### src/rtl/aqp_sync_fifo.sv
// Parametrised single-clock FIFO with wrap-bit pointers, occupancy count,
// programmable almost-full/almost-empty, sticky error flags and optional FWFT output stage.
module aqp_sync_fifo #(
    parameter int WIDTH         = 9,
    parameter int DEPTH_LOG2    = 4,
    parameter int AFULL_THRESH  = 8,
    parameter int AEMPTY_THRESH = 1,
    parameter bit FWFT          = 1'b0
) (
    input  logic                  clk,
    input  logic                  reset,
    input  logic                  flush,
    input  logic [WIDTH-1:0]      wrdata,
    input  logic                  wr_en,
    output logic [WIDTH-1:0]      rddata,
    input  logic                  rd_en,
    output logic                  empty,
    output logic                  full,
    output logic                  almost_full,
    output logic                  almost_empty,
    output logic [DEPTH_LOG2:0]   count,
    output logic                  overflow,
    output logic                  underflow
);

    localparam int              DEPTH   = 2 ** DEPTH_LOG2;
    localparam int              PW      = DEPTH_LOG2 + 1;
    localparam logic [PW-1:0]   DEPTH_C = PW'(DEPTH);
    localparam logic [PW-1:0]   AF_C    = PW'(AFULL_THRESH);
    localparam logic [PW-1:0]   AE_C    = PW'(AEMPTY_THRESH);

    logic [WIDTH-1:0] mem [DEPTH];

    logic [PW-1:0]    wrptr_q, wrptr_d;
    logic [PW-1:0]    rdptr_q, rdptr_d;
    logic [PW-1:0]    count_q, count_d;
    logic             empty_q, empty_d;
    logic             full_q, full_d;
    logic             afull_q, afull_d;
    logic             aempty_q, aempty_d;
    logic             ovf_q, ovf_d;
    logic             unf_q, unf_d;
    logic             ov_q, ov_d;
    logic [WIDTH-1:0] rddata_q, rddata_d;

    logic             wr_acc;
    logic             rd_acc;
    logic             ram_empty;
    logic             mem_we;
    logic [WIDTH-1:0] head;

    assign head = mem[rdptr_q[PW-2:0]];

    always_comb begin
        wrptr_d   = wrptr_q;
        rdptr_d   = rdptr_q;
        rddata_d  = rddata_q;
        ov_d      = ov_q;
        mem_we    = 1'b0;
        wr_acc    = wr_en && !full_q;
        rd_acc    = rd_en && !empty_q;
        ram_empty = (wrptr_q == rdptr_q);
        ovf_d     = ovf_q | (wr_en & full_q);
        unf_d     = unf_q | (rd_en & empty_q);

        if (FWFT) begin
            // The output register is refilled from RAM on a pop; writes bypass RAM
            // whenever the output stage would otherwise be left empty.
            if (rd_acc && !ram_empty) begin
                rddata_d = head;
                rdptr_d  = rdptr_q + PW'(1);
            end
            if (wr_acc) begin
                if (!ov_q || (rd_acc && ram_empty)) begin
                    rddata_d = wrdata;
                end else begin
                    mem_we  = 1'b1;
                    wrptr_d = wrptr_q + PW'(1);
                end
                ov_d = 1'b1;
            end else if (rd_acc && ram_empty) begin
                ov_d = 1'b0;
            end
        end else begin
            if (rd_acc) begin
                rddata_d = head;
                rdptr_d  = rdptr_q + PW'(1);
            end
            if (wr_acc) begin
                mem_we  = 1'b1;
                wrptr_d = wrptr_q + PW'(1);
            end
        end

        // Flush overrides both requests but leaves the last read word on rddata.
        if (flush) begin
            wrptr_d  = '0;
            rdptr_d  = '0;
            ov_d     = 1'b0;
            ovf_d    = 1'b0;
            unf_d    = 1'b0;
            mem_we   = 1'b0;
            rddata_d = rddata_q;
        end

        count_d  = wrptr_d - rdptr_d + PW'(ov_d);
        empty_d  = (count_d == '0);
        full_d   = (count_d == DEPTH_C);
        afull_d  = (count_d >= AF_C);
        aempty_d = (count_d <= AE_C);
    end

    always_ff @(posedge clk) begin
        if (reset) begin
            wrptr_q  <= '0;
            rdptr_q  <= '0;
            count_q  <= '0;
            empty_q  <= 1'b1;
            full_q   <= 1'b0;
            afull_q  <= 1'b0;
            aempty_q <= 1'b1;
            ovf_q    <= 1'b0;
            unf_q    <= 1'b0;
            ov_q     <= 1'b0;
            rddata_q <= '0;
        end else begin
            wrptr_q  <= wrptr_d;
            rdptr_q  <= rdptr_d;
            count_q  <= count_d;
            empty_q  <= empty_d;
            full_q   <= full_d;
            afull_q  <= afull_d;
            aempty_q <= aempty_d;
            ovf_q    <= ovf_d;
            unf_q    <= unf_d;
            ov_q     <= ov_d;
            rddata_q <= rddata_d;
        end
    end

    // Storage is never reset; the pointers alone decide what is valid.
    always_ff @(posedge clk) begin
        if (mem_we) begin
            mem[wrptr_q[PW-2:0]] <= wrdata;
        end
    end

    assign rddata       = rddata_q;
    assign empty        = empty_q;
    assign full         = full_q;
    assign almost_full  = afull_q;
    assign almost_empty = aempty_q;
    assign count        = count_q;
    assign overflow     = ovf_q;
    assign underflow    = unf_q;

endmodule

### config.mk
export PLATFORM = sky130hd
export DESIGN_NAME = aqp_sync_fifo
export DESIGN_NICKNAME = d
export VERILOG_FILES = /design/src/rtl/aqp_sync_fifo.sv
export SDC_FILE = /design/constraint.sdc
export NUM_CORES = 1
export LEC_CHECK = 0
export BUFFER_PORTS_ARGS = -buffer_cell sky130_fd_sc_hd__buf_2
export CAP_MARGIN = 20
export CORE_ASPECT_RATIO = 1.1
export CORE_MARGIN = 2
export CORE_UTILIZATION = 51
export CTS_CLUSTER_DIAMETER = 200
export DETAILED_ROUTE_END_ITERATION = 8
export PLACE_DENSITY = 0.75
export SYNTH_ARGS = -nofsm -noshare
export SYNTH_HDL_FRONTEND = slang
export SYNTH_SLANG_ARGS = --single-unit
### constraint.sdc
create_clock -name clk -period 2.86 [get_ports clk]
set_input_delay 0.286 -clock clk [delete_from_list [all_inputs] [get_ports clk]]
set_output_delay 0.286 -clock clk [all_outputs]
set_load 0.02 [all_outputs]
---- Word-level counts from Yosys, hierarchy flattened ----
Memories as Yosys holds them, arrays and structs flattened. A register that Yosys moved wholly into a read port is not among the register bits.
Cells that the tools add are included.
Widths: inputs -> output; s select.
storage, ports and cells
  bits in writable memories ............... 144
  input port bits ......................... 14
  flip-flop bits (word level) ............. 22
  memories ................................ 1
memories
  name  depth  bits a word  rd ports  clocked after memory_dff  write ports  line  RTL
  mem   16     9            1         1                         1            32    logic [WIDTH-1:0] mem [DEPTH];
operators by class
  bitwise logic cells ..................... 5
  add/subtract/negate cells ............... 4
  muxes and demuxes ....................... 9
  equal/unequal tests ..................... 1
  $lt $le $gt $ge ......................... 2
  reduce and logical (&&, ||, !) cells .... 7
operators by type and width
  kind                 count
  $mux 5               4
  $add 5x1->5 const B  2
  $add 5x1->5          1
  $eq 5x5->1 const B   1
  $ge 5x4->1 const B   1
  $le 5x1->1 const B   1
  $logic_not 5->1      1
  $mux 1               5
  $sub 5x5->5          1
  $and 1x1->1          2
  $logic_and 1x1->1    2
  $logic_not 1->1      2
  $or 1x1->1           2
  $reduce_and 2->1     1
  $reduce_or 2->1      1
  $not 1->1            1

---- Logic depth before layout (Yosys ltp) ----
Gate-level depths: netlist (run 1).
  word-level depth ........................ 7
  depth in mapped cells ................... 14
  depth with buffers taken out ............ 13

---- Worst setup path before layout (run 1) ----
Ideal clock, no wire load.
  path kind ............................... flip-flop to flip-flop
  start point ............................. reg rdptr_q[0]
  end point ............................... reg full_q (netlist: full)
  setup time .............................. 0.096 ns
  path slack .............................. -0.276 ns
  data arrival time ....................... 3.040 ns
  path buffers ............................ 2
  cell stages (with the launch flop) ...... 14
  period minus slack after synthesis ...... 3.136 ns
  path through ............................ dfxtp_1 -> buf_4 -> buf_2 -> xnor2_1 -> nor2_1 -> ha_1 -> inv_1 -> ha_1 -> inv_1 -> fa_1 -> xor2_1 -> or4b_1 -> a21oi_2 -> nor4b_1
between the ends
  cells in the longest elaborated chain, start to end .. 6
RTL lines
  element                 line  RTL
  from (decl)             35    logic [PW-1:0] rdptr_q, rdptr_d;
  from (signal assigned)  128   rdptr_q <= rdptr_d;
  $add 5x1->5             87    rdptr_d = rdptr_q + PW'(1);
  $mux 5 *                85    if (rd_acc) begin
  $mux 5 *                96    if (flush) begin
  named net rdptr_d[0]    35
  $sub 5x5->5 *           106   count_d = wrptr_d - rdptr_d + PW'(ov_d);
  $add 5x1->5 *           106
  $eq 5x5->1 *            108   full_d = (count_d == DEPTH_C);
  to (signal assigned)    131   full_q <= full_d;
  to (decl)               38    logic full_q, full_d;
The timed path passes the listed nets; every way through them passes the cells marked *.
A chain may end at the register's enable or synchronous reset.

---- Worst setup path in the final report (run 1) ----
  start point ............................. reg empty_q (netlist: empty)
  end point ............................... reg full_q (netlist: full)
between the ends
  cells in the longest elaborated chain, start to end .. 7
RTL lines
  element                 line  RTL
  from (decl)             37    logic empty_q, empty_d;
  from (signal assigned)  130   empty_q <= empty_d;
  $logic_not 1->1         61    rd_acc = rd_en && !empty_q;
  $logic_and 1x1->1       61
  $mux 5                  85
  $mux 5                  96
  named net rdptr_d[0]    35
  $sub 5x5->5             106
  $add 5x1->5             106
  $eq 5x5->1              108
The timed path passes the listed nets, and every way through them passes these cells.

==> metrics.txt, run 1 <==
Buffers & Inverters on Critical Path=2; total number of vias=3898; top cell type's share of synthesized area=between 60% and 70%; Switching Fraction=21.6%; final core utilization=61.3%; Layout area overhead=18.8%; synth cell count leaders=edfxtp_1, mux4_2, dfxtp_1; final std cells w/o fill=~670; RR Startpoint=empty; ys flop type=edfxtp_1; Die H=127 um; Hold Path End=overflow; min Tclk post-route=2860 ps; Pre-antenna DRT Iters=5; ANT nets after route=0; WS Path Type=reg2reg; first-pass GRT wire length=~22000 um; Routed wire per std cell=21.3 um; Hold Fails Final Rpt=0; Num CTS Buffers=17; Setup Skew=9.78 ps; routed vias/inst=about 5.8; RSZ-0062 raised after global routing=true; final WL=about 14000 um; Netlist cell types=48; cell family with most CP delay=adder cells; combinational power share=7.5%; worst min path class=in2reg; Post-Place Cells=around 630; Syn Inst Count=a little over 400; Leak=2.87 nW; hold_sp=wr_en; Mapped Nets=roughly 440; Critical Path Start Type=flop; Pins Over Slew Limit=0; VDD IR-drop max=0.000477 V; worst hold stages=3; Setup crit end kind=flop; largest cells by area after synthesis=edfxtp_1, mux4_2, dfxtp_1; Yosys warnings=0; Max Cap Viol=0; Worst Reg-to-Reg Cells=12; initial DRC count=just over 400; GRT Residual Overflow=0; worst path required time=roughly 3200 ps; FF+latch count, synth=175; critical path, cell by cell=nor2b_4 > xnor2_2 > nor2_1 > ha_1 > inv_1 > ha_2 > inv_2 > fa_2 > nand2b_1 > or4b_4 > a21oi_4 > nor4b_4; n_diodes=0; mapped cell area=approximately 7000 um2; core box area=13600 um2; H-tree depth=4; worst endpoint data arrival time=3200 ps; most instantiated library cell after synthesis=edfxtp_1; worst-margin pin slew=914 ps; initial antenna violation count=0; status=finished clean; Slew HR=between 30 and 40%; DRC=0; I/O Buffers=33; GRT Total Usage=21.1%; crit path max-delay cell type=fa_2; EDFF count, synth=~140; P_int=about 4.6 mW; CTS tree=yes; clock tree buffer depth=2; Reg-to-Reg End=full; Yosys top cell by area=edfxtp_1; DP HPWL=8730 um; slack of the worst reg-to-reg path=4 ps; vias in the first global route=3957; fraction of layout cells with a size suffix above 1=33.7%; CP max stage delay=530 ps; Final nets=498; initial core utilization=51.6%; Top-Level Pins=34; post-synthesis sequential area ratio=between 70% and 80%; worst-path maximum fanout=4; Final Cycle Share=99.8%; switching pwr=1.26 mW; pwr/cell area=697 nW/um2; RD Place Congestion=0.764; clock latency on the worst-skew pair=~440 ps; root buf cell=clkbuf_16; ys async rst share=0%; Clk pin slew, worst setup/hold paths=about 70 ps; pin count of the biggest net entering global routing=37; Clk network pwr share=44.2%; row cnt=45; Die Footprint=14700 um2; fmax=350 MHz; average cell area after synthesis=17.3 um2; Flop pwr share=48.3%; die width=116 um; CTS sink count=175; final setup fails=0; hold_buf cts=0
==> kinds of logic after synthesis <==
family	Yosys count	share of synthesized area, %
flops	175	70.3
simple gates	93	7.01
fa+ha+maj	14	2.60
compound gates	49	5.23
buf+inv	28	1.76
xor+xnor	10	1.25
mux	38	11.8
==> how the worst max path moves through the flow <==
stage / slack, ps / startpoint / endpoint / cells past startpoint
floorplan: -30 / empty / almost_full / 14
global placement: -60 / rd_en / full / 13
detailed placement: -120 / rd_en / full / 13
CTS: -9 / rdptr_q[0] / full / 12
global route: -140 / empty / empty / 13
finish: 4 / empty / full / 12
==> metrics by stage <==
step	instance area, um2	setup slack (ps)	TNS (ps)	total power, mW	hold WS [ps]
finish	8350	4.32	0	5.82	140
CTS	8310	-9.43	-9.43	5.82	139
detailed placement	7560	-122	-453	3.27	443
global route	8350	-144	-376	5.99	164
global placement	7560	-62.2	-205	3.25	435
floorplan	7070	-32.0	-32.0	3.11	385
==> state kept, by name (all words and copies together) (netlist names) <==
register	count
mem	144
ov_q	1
almost_full	1
almost_empty	1
count	5
overflow	1
rdptr_q	5
rddata	9
full	1
underflow	1
empty	1
wrptr_q	5
==> worst register-to-register path, stage by stage (launching register included) <==
cell	delay, ps
dfxtp_4	360
nor2b_4	150
xnor2_2	140
nor2_1	70
ha_1	290
inv_1	60
ha_2	170
inv_2	40
fa_2	530
nand2b_1	60
or4b_4	500
a21oi_4	190
nor4b_4	200
==> layout make-up <==
class	count	area, um2
timing repair buffer	65	405
tap	188	235
inverter	7	26.3
clock inverter	14	226
sequential	175	4950
clock buffer	18	429
multi-input combinational	204	2080
fill	976	5270
==> placed cells by master, fill, tap and decap left out, types with 3 or more instances in the layout <==
cell type / count
a21oi_1: 4
a221oi_1: 9
a22o_1: 9
a31oi_1: 3
and2_1: 12
and3_1: 6
buf_2: 33
buf_4: 32
bufinv_16: 5
clkbuf_16: 17
dfxtp_1: 26
dfxtp_2: 4
edfxtp_1: 144
ha_1: 8
ha_4: 3
inv_2: 4
inv_6: 3
inv_8: 3
mux4_2: 36
nand2_1: 16
nand2b_1: 3
nand3_1: 3
nand4_1: 4
nor2_1: 24
nor2b_1: 3
nor3_1: 6
nor4_1: 4
o2111ai_1: 3
o21ai_0: 9
xnor2_1: 4
xor2_1: 4
==> routing by layer <==
metal / share of wire, % / global-route usage, % / vias up / wire length [um]
met5: 0 / 0 / - / 0
met4: 1.6 / 7.98 / 0 / 226
met3: 5.2 / 4.84 / 20 / 746
met2: 52 / 35.1 / 130 / 7360
met1: 42 / 27.1 / 1995 / 5940
li1: - / - / 1753 / -
==> power groups by stage <==
stage | clock, mW | combinational [mW] | sequential, mW
floorplan | 0 | 0.219 | 2.90
global placement | 0 | 0.391 | 2.86
detailed placement | 0 | 0.403 | 2.87
CTS | 2.60 | 0.418 | 2.81
global route | 2.70 | 0.476 | 2.82
finish | 2.57 | 0.437 | 2.81
==> what timing repair did <==
action | CTS | global route
setup buffers | 4 | 1
setup endpoints to repair | 5 | 5
gates cloned | 0 | 0
pin swaps | 7 | 2
resized for setup | 14 | 9
No activity file was read; power rests on OpenSTA's default activity.
==> run 2, diff against run 1 <==
- CTS_CLUSTER_SIZE: unset -> 20
- SETUP_SLACK_MARGIN: unset -> 0.4
==> run 2 against run 1 <==
  * Clock-buffer cell count rose by 7
  * Hold slack gained 9.9 ps
  * Total power shrank 6.2%
  * Global-route usage is essentially flat
  * Sequential power about the same
  * Combinational power increased by 10%
  * Via count increased by 0.77%
  * The run now ends with setup timing left
  * Design area increased by 0.21%
  * Register-to-register slack got worse by 120 ps
  * Sequential share of layout area fell by 0.11 points
  * Clock skew fell by 0.74 ps
==> metrics.txt, run 2 (same netlist as run 1, synthesis figures left out) <==
crit path max-delay cell type=fa_2; Pins Over Slew Limit=0 (unchanged); critical path, cell by cell=nor2b_1 > buf_4 > buf_4 > mux2_2 > nand2_4 > ha_4 > inv_1 > fa_2 > nand2b_1 > or4b_4 > a21oi_4 > nor4b_4; die width=116 um (unchanged); routed vias/inst=5.85 (+0.62%); CP max stage delay=580 ps (+50 ps); Final TNS setup=-322 ps (-322 ps); combinational power share=8.8% (+1.3 points); worst-path maximum fanout=4 (unchanged); Clk pin slew, worst setup/hold paths=70 ps (about the same); worst path required time=3200 ps (about the same); worst-margin pin slew=863 ps (-51.3 ps); GRT Total Usage=21.1% (+0.047 points); clock tree buffer depth=2 (unchanged); Setup crit end kind=flop; clock latency on the worst-skew pair=430 ps (about the same); Routed wire per std cell=21.6 um (+1.5%); Critical Path Start Type=flop; first-pass GRT wire length=22200 um (+0.34%); status=finished, violations left; fraction of layout cells with a size suffix above 1=34.7% (+0.96 points); H-tree depth=4 (unchanged); fmax=336 MHz (-3.9%); RSZ-0062 raised after global routing=true; Max Cap Viol=0 (unchanged); Flop pwr share=51.4% (+3.1 points); vias in the first global route=4003 (+1.2%); Final Cycle Share=104% (+4.1 points); RD Place Congestion=0.830 (+8.6%); Final nets=499 (+0.20%); root buf cell=clkbuf_16; initial antenna violation count=0 (unchanged); final setup fails=4 (+4); number of flip-flops in the largest register=144 (unchanged); failing checks=setup timing; Pre-antenna DRT Iters=4 (-1); core box area=13600 um2 (unchanged); hold_buf cts=0 (unchanged); Clk network pwr share=39.8% (-4.4 points); Switching Fraction=22.4% (+0.80 points); worst endpoint data arrival time=3310 ps (+110 ps); P_int=4.24 mW (-7.1%); I/O Buffers=33 (unchanged); Crit path top cell by count=buf_4; total number of vias=3928 (+0.77%); Die H=127 um (unchanged); DP HPWL=8720 um (about the same); Non-Filler Cell Area, Final=8370 um2 (+0.21%); total power=5.46 mW (-6.2%); Slew HR=42.4% (+3.3 points); pin count of the biggest net entering global routing=37 (unchanged); n_diodes=0 (unchanged); commonest non-fill, non-tap cells in the layout=edfxtp_1, mux4_2, buf_2; ANT nets after route=0 (unchanged); initial DRC count=410 (+0.99%); row cnt=45 (unchanged); number of fillers in the final layout=970 (-0.61%); PnR worst setup slack=-112 ps (-117 ps); DRC=0 (unchanged); Leak=2.86 nW (-0.43%); Top-Level Pins=34 (unchanged); final core utilization=61.4% (+0.13 points); pwr/cell area=653 nW/um2 (-6.4%); Num CTS Buffers=17 (unchanged); CTS tree=yes; Hold Fails Final Rpt=0 (unchanged); Die Footprint=14700 um2 (unchanged); Post-Place Cells=633 (-0.16%); Setup Skew=9.04 ps (-0.740 ps); final std cells w/o fill=672 (+0.15%); CTS sink count=175 (unchanged); worst min path class=in2reg; VDD IR-drop max=0.000393 V (-18%); Hold Slack=150 ps (+9.86 ps); worst slack at placement=-112 ps (+9.16 ps); Layout area overhead=19.0%; most common cell after layout, fill and taps aside=edfxtp_1; final WL=14500 um (+1.7%); WS Path Type=reg2reg; min Tclk post-route=2970 ps (+117 ps); initial core utilization=51.6% (unchanged); GRT Residual Overflow=0 (unchanged); switching pwr=1.23 mW (-2.7%); dpl cell area=7590 um2 (+0.36%)
[run 2: final timing paths]
path | from | endpoint | slack, ps | cells past startpoint
min | wr_en | overflow | 150 | 3
max reg2reg | empty | full | -110 | 12
max | empty | full | -110 | 12
min reg2reg | rddata[5] | rddata[5] | 450 | 2
[run 2: cell type report]
cell class / count / area, um2 / share of cell area (%)
clock buffers: 25 / 498 / 5.95
flip-flops and latches: 175 / 4950 / 59.2
inverters: 7 / 26.3 / 0.314
repair buffers: 66 / 425 / 5.08
well taps: 188 / 235 / 2.81
clock inverters: 7 / 55.1 / 0.658
multi-input cells: 204 / 2170 / 26.0
[run 2: critical path: cells and delay by family (launching register included)]
family / cells / cell delay [ps]
flops: 1 / 330
compound gates: 1 / 200
simple gates: 5 / 990
buf+inv: 3 / 310
fa+ha+maj: 2 / 710
mux: 1 / 340
[run 2: power by group through the flow]
stage / registers (mW) / logic [mW] / clock network (mW)
floorplan: 2.90 / 0.231 / 0
global placement: 2.86 / 0.391 / 0
detailed placement: 2.87 / 0.402 / 0
CTS: 2.81 / 0.428 / 2.20
global route: 2.81 / 0.518 / 2.29
finish: 2.81 / 0.482 / 2.17
[run 2: per-layer routing]
metal / vias to the layer above / share of wire, % / GRT usage [%]
met3: 28 / 5.9 / 5.03
li1: 1747 / - / -
met4: 0 / 2.4 / 10.6
met2: 144 / 51 / 32.7
met1: 2009 / 41 / 28.2
met5: - / 0 / 0
[run 2: timing repair]
item | CTS | global route
buffers inserted | 3 | 4
pin swaps | 3 | 18
setup endpoints to repair | 12 | 9
resized for setup | 7 | 26
endpoints found under the hold margin | 0 | 0
